`src/rtl/multi_debouncer.sv`:
```
// -----------------------------------------------------------------------------
// multi_debouncer
// N independent push-button debouncers for the elevator front panel.
// Each channel synchronises its raw pin through two flops, requires DB_CYCLES
// consecutive disagreeing samples before accepting a new level, and emits
// registered one-cycle press / release / long-press pulses.
//
// Ports
//   clk          system clock, rising edge
//   rst_n        asynchronous active-low reset, clears every flop
//   btn_raw      [N] raw asynchronous button pins (active-low when INVERT=1)
//   btn_level    [N] debounced pressed level (1 = pressed)
//   btn_press    [N] one-cycle pulse on accepted 0->1 of btn_level
//   btn_release  [N] one-cycle pulse on accepted 1->0 of btn_level
//   btn_long     [N] one-cycle pulse once per press after LONG_CYCLES held
//   any_press    OR of btn_press, aligned with the press pulses
// -----------------------------------------------------------------------------
module multi_debouncer #(
   parameter int N           = 4,
   parameter int DB_CYCLES   = 65536,
   parameter int LONG_CYCLES = 50000000,
   parameter bit INVERT      = 1'b1
) (
   input  logic         clk,
   input  logic         rst_n,
   input  logic [N-1:0] btn_raw,
   output logic [N-1:0] btn_level,
   output logic [N-1:0] btn_press,
   output logic [N-1:0] btn_release,
   output logic [N-1:0] btn_long,
   output logic         any_press
);

   localparam int DBW = $clog2(DB_CYCLES + 1);
   localparam int HW  = $clog2(LONG_CYCLES + 1);

   localparam logic [DBW-1:0] DB_ZERO   = {DBW{1'b0}};
   localparam logic [DBW-1:0] DB_ONE    = DBW'(1);
   localparam logic [DBW-1:0] DB_LAST   = DBW'(DB_CYCLES - 1);
   localparam logic [HW-1:0]  HOLD_ZERO = {HW{1'b0}};
   localparam logic [HW-1:0]  HOLD_ONE  = HW'(1);
   localparam logic [HW-1:0]  HOLD_LAST = HW'(LONG_CYCLES - 1);
   localparam logic [HW-1:0]  HOLD_MAX  = HW'(LONG_CYCLES);
   localparam logic [N-1:0]   INV_MASK  = {N{INVERT}};

   logic [N-1:0]   sync0_q;
   logic [N-1:0]   sync1_q;
   logic [N-1:0]   state_q;
   logic [N-1:0]   state_d;
   logic [DBW-1:0] db_cnt_q   [N];
   logic [DBW-1:0] db_cnt_d   [N];
   logic [HW-1:0]  hold_cnt_q [N];
   logic [HW-1:0]  hold_cnt_d [N];
   logic [N-1:0]   press_q;
   logic [N-1:0]   press_d;
   logic [N-1:0]   release_q;
   logic [N-1:0]   release_d;
   logic [N-1:0]   long_q;
   logic [N-1:0]   long_d;
   logic           any_q;
   logic           any_d;

   // Next-state logic for the debounce counters, levels, hold counters and pulses.
   always_comb begin
      for (int i = 0; i < N; i++) begin
         state_d[i]    = state_q[i];
         db_cnt_d[i]   = DB_ZERO;
         hold_cnt_d[i] = hold_cnt_q[i];
         press_d[i]    = 1'b0;
         release_d[i]  = 1'b0;
         long_d[i]     = 1'b0;

         // Any agreeing sample (including a bounce) restarts the window.
         if (sync1_q[i] == state_q[i]) begin
            db_cnt_d[i] = DB_ZERO;
         end else if (db_cnt_q[i] == DB_LAST) begin
            state_d[i]   = sync1_q[i];
            db_cnt_d[i]  = DB_ZERO;
            press_d[i]   = sync1_q[i];
            release_d[i] = ~sync1_q[i];
         end else begin
            db_cnt_d[i] = db_cnt_q[i] + DB_ONE;
         end

         // Saturating hold counter: stopping at HOLD_MAX limits btn_long to one pulse per press.
         if (!state_q[i]) begin
            hold_cnt_d[i] = HOLD_ZERO;
         end else if (hold_cnt_q[i] < HOLD_MAX) begin
            hold_cnt_d[i] = hold_cnt_q[i] + HOLD_ONE;
            long_d[i]     = (hold_cnt_q[i] == HOLD_LAST);
         end else begin
            hold_cnt_d[i] = hold_cnt_q[i];
         end
      end

      // Derived from the next-state pulses so it lands in the same cycle as btn_press.
      any_d = |press_d;
   end

   // All channel state: synchroniser, level, counters and registered pulses.
   always_ff @(posedge clk or negedge rst_n) begin
      if (!rst_n) begin
         sync0_q   <= {N{1'b0}};
         sync1_q   <= {N{1'b0}};
         state_q   <= {N{1'b0}};
         press_q   <= {N{1'b0}};
         release_q <= {N{1'b0}};
         long_q    <= {N{1'b0}};
         any_q     <= 1'b0;
         for (int i = 0; i < N; i++) begin
            db_cnt_q[i]   <= DB_ZERO;
            hold_cnt_q[i] <= HOLD_ZERO;
         end
      end else begin
         // Polarity is normalised at the first stage so everything downstream is active-high.
         sync0_q   <= btn_raw ^ INV_MASK;
         sync1_q   <= sync0_q;
         state_q   <= state_d;
         press_q   <= press_d;
         release_q <= release_d;
         long_q    <= long_d;
         any_q     <= any_d;
         for (int i = 0; i < N; i++) begin
            db_cnt_q[i]   <= db_cnt_d[i];
            hold_cnt_q[i] <= hold_cnt_d[i];
         end
      end
   end

   assign btn_level   = state_q;
   assign btn_press   = press_q;
   assign btn_release = release_q;
   assign btn_long    = long_q;
   assign any_press   = any_q;

endmodule

```
`config.mk`:
```
export PLATFORM = sky130hd
export DESIGN_NAME = multi_debouncer
export DESIGN_NICKNAME = d
export VERILOG_FILES = /design/src/rtl/multi_debouncer.sv
export SDC_FILE = /design/constraint.sdc
export NUM_CORES = 1
export LEC_CHECK = 0
export BUFFER_PORTS_ARGS = -buffer_cell sky130_fd_sc_hd__buf_2
export CORE_MARGIN = 2
export CORE_UTILIZATION = 42
export DETAILED_ROUTE_END_ITERATION = 6
export PLACE_DENSITY = 0.56
export RECOVER_POWER = 50
export SYNTH_ARGS = -nofsm -noshare
export SYNTH_HDL_FRONTEND = slang
export SYNTH_SLANG_ARGS = --single-unit
```
`constraint.sdc`:
```
create_clock -name clk -period 2.55 [get_ports clk]
set_clock_uncertainty 0.2 [all_clocks]
set_input_delay 0.6375 -clock clk [delete_from_list [all_inputs] [get_ports clk]]
set_output_delay 0.6375 -clock clk [all_outputs]
set_load 0.005 [all_outputs]
```
==> impl_metrics.yaml <==
status:
  outcome: "finished clean"
power:
  leakagePower_nw: 4.528
  p_per_area_nw_per_um2: 525.4
  peakVddDrop_v: 0.0004432
clock_network:
  htreeDepth: 4
  cts_tree: "built"
  cts_buffer_depth: 2
  cts_root_buf: "clkbuf_16"
  clkLatencyLatePin_ps: 430
  post_cts_buffers: 0
  cts_buffers: 17
  clock_sinks: 197
  path_clk_slew_ps: 80
global_routing:
  grt_use_total_pct: 17.26
  antenna_found_initial: 0
  grt_max_degree: 57
  grt_overflow_total: 0
  grt_pass1_wl_um: 34600
  grt_pass1_vias: 7124
place:
  io_buffers: 22
  pre_cts_ws_ps: 67.50
  gp_congestion: 0.7795
  placed_area_um2: 10590
  dp_hpwl_um: 13400
critical_path:
  worstPathRequired_ps: 2700
  setup.worst_path.class: "flop to flop"
  worstSetupEndpointType: "flop"
  cp.arrival_ps: 2580
  path_max_fanout: 8
  cp-start-kind: "flop"
yosys:
  yosysSeqAreaShare_pct: 50.13
  ys_types: 57
  synth-seq-cells: 197
  synth_area_um2: 9834
  synth-edff-count: 0
  synth_flop_cell: "dfrtp_1"
  syn_inst: 1018
  synth.avg_cell_area_um2: 9.661
  synth_async_sr_flop_share_pct: 100.0
  synth_fp_nets: 1032
  yosys_warnings: 0
layout:
  design_area_um2: 11140
  diodes: 0
  register_area_um2: 4930
  n_fill_cell: 2196
  fin_nets: 1081
  drive_gt1_share_pct: 11.30
  layout_common_cells: "dfrtp_1 (197), nand2_1 (95), nor2_1 (94)"
  area_delta_synth_final_pct: 13.32
  multi_input_area_um2: 4661
  layout_commonest_cell: "dfrtp_1"
drt:
  drc: 0
  routedWlPerCell_um: 14.25
  totalWireLength_um: 19840
  drtIter0Drc: 417
  via_per_inst: 5.382
  ant_nets: 0
  vias: 7497
  dr.pass1.iters: 5
timing:
  maxSlewHeadroom_pct: 25.86
  hold_viol: 0
  fin_crit_ps: 2430
  rsz0062_at_grt: "no"
  setup_violations: 0
  post-route-period-util_pct: 95.28
  final_max_slew_viol_count: 0
  tightest_slew_ps: 1112
  max_freq_mhz: 411.6
  finalSetupTns_ps: 0
  setup_ws_ps: 120.2
min_path:
  hold_class: "input pin to flop"
die:
  die_y_um: 157.0
  fp.dieW_um: 157.0
  start_util_pct: 43.04
  rows: 55
  die-area_um2: 24660
  core_um2: 22850
  num_io_pins: 23
flow_run:
  cap_violations: 0
## critical path, stage by stage, from the launching register on
cell and delay (ps):
dfrtp_1 420, and4_4 290, nand4_4 100, or4_1 650
or4_1 530, a21oi_1 160
## path summary, 6_finish.rpt
check	startpoint	endpoint	slack [ps]	depth (start not counted)
max in group asynchronous	rst_n	db_cnt_q[12]	310	3
setup reg to reg	hold_cnt_q[28]	hold_cnt_q[43]	120	5
setup / recovery	hold_cnt_q[28]	hold_cnt_q[43]	120	5
hold reg to reg	sync0_q[2]	sync1_q[2]	150	0
min in group asynchronous	rst_n	hold_cnt_q[96]	760	2
hold / removal	btn_raw[1]	sync0_q[1]	130	2
## where the power goes
group / leakage (nW) / switching (W) / internal (W)
combinational: 1.54 / 0.0000915 / 0.0000300
sequential: 2.72 / 0.0000205 / 0.00314
clock: 0.268 / 0.00127 / 0.00130
total: 4.53 / 0.00138 / 0.00448
## metrics by stage
stage               instances  hold slack, ps  total power, W  utilization, %
floorplan                1018           131.2        0.003260               -
global route             1393           119.3        0.006100           48.78
CTS                      1393           108.7        0.005962           48.84
global placement         1360           132.1        0.003360           46.37
detailed placement       1360           137.9        0.003360           46.37
finish                   1393           134.3        0.005856           48.78
## logic make-up after synthesis
family	synth area share (%)
xor+xnor	6.323
simple gates	26.32
buf+inv	2.634
flops	50.13
fa+ha+maj	1.018
mux	2.901
compound gates	10.67
## per-layer routing
metal  vias up  GRT usage [%]  part of all wire, %
met5         -              0                    0
met4         0          4.113                  1.0
met3        20          3.304                  2.8
met2        75          27.42                   46
met1      3624          24.51                   50
li1       3778              -                    -
## Yosys cell counts, types with 4 or more instances
master / instances / area [um2]
a21oi_1: 58 / 290.3
mux2i_1: 24 / 240.2
nor3b_1: 7 / 52.55
nand2b_1: 19 / 118.9
nor4_1: 13 / 81.33
clkbuf_1: 36 / 135.1
and3_1: 25 / 156.4
a21boi_0: 8 / 60.06
dfrtp_1: 197 / 4930
nand2_1: 96 / 360.4
o21a_1: 10 / 75.07
or2_2: 5 / 31.28
and4_1: 13 / 113.9
nor3_1: 16 / 80.08
mux2_2: 4 / 45.04
ha_1: 8 / 100.1
xnor2_1: 35 / 306.5
a211oi_1: 4 / 30.03
nand4b_1: 4 / 35.03
xor2_1: 36 / 315.3
o31ai_1: 31 / 232.7
nor2_1: 94 / 352.8
o211ai_1: 4 / 30.03
o21ai_0: 27 / 135.1
nand4_1: 40 / 250.2
and2_1: 13 / 81.33
nand3_1: 61 / 305.3
or4_1: 33 / 247.7
or3_1: 30 / 187.7
inv_1: 28 / 105.1
## cell type report
type                       count  area share, %
multi-input combinational    753          41.82
clock inverter                14          1.044
timing repair buffer          70          4.502
sequential                   197          44.24
tap                          313          3.514
inverter                      28         0.9431
clock buffer                  18          3.941
## sequential cells by signal, indices dropped and copies added, names as in the netlist
signal	cells
hold_cnt_q	104
db_cnt_q	68
btn_level	4
btn_long	4
btn_press	4
btn_release	4
sync0_q	4
sync1_q	4
any_press	1
## timing repair
action / CTS / global route
endpoints found under the hold margin: 37 / 0
hold buffers: 1 / 0
setup endpoints to repair: 0 / 15
resized for setup: 0 / 5
Power figures use the tool's default switching activity.
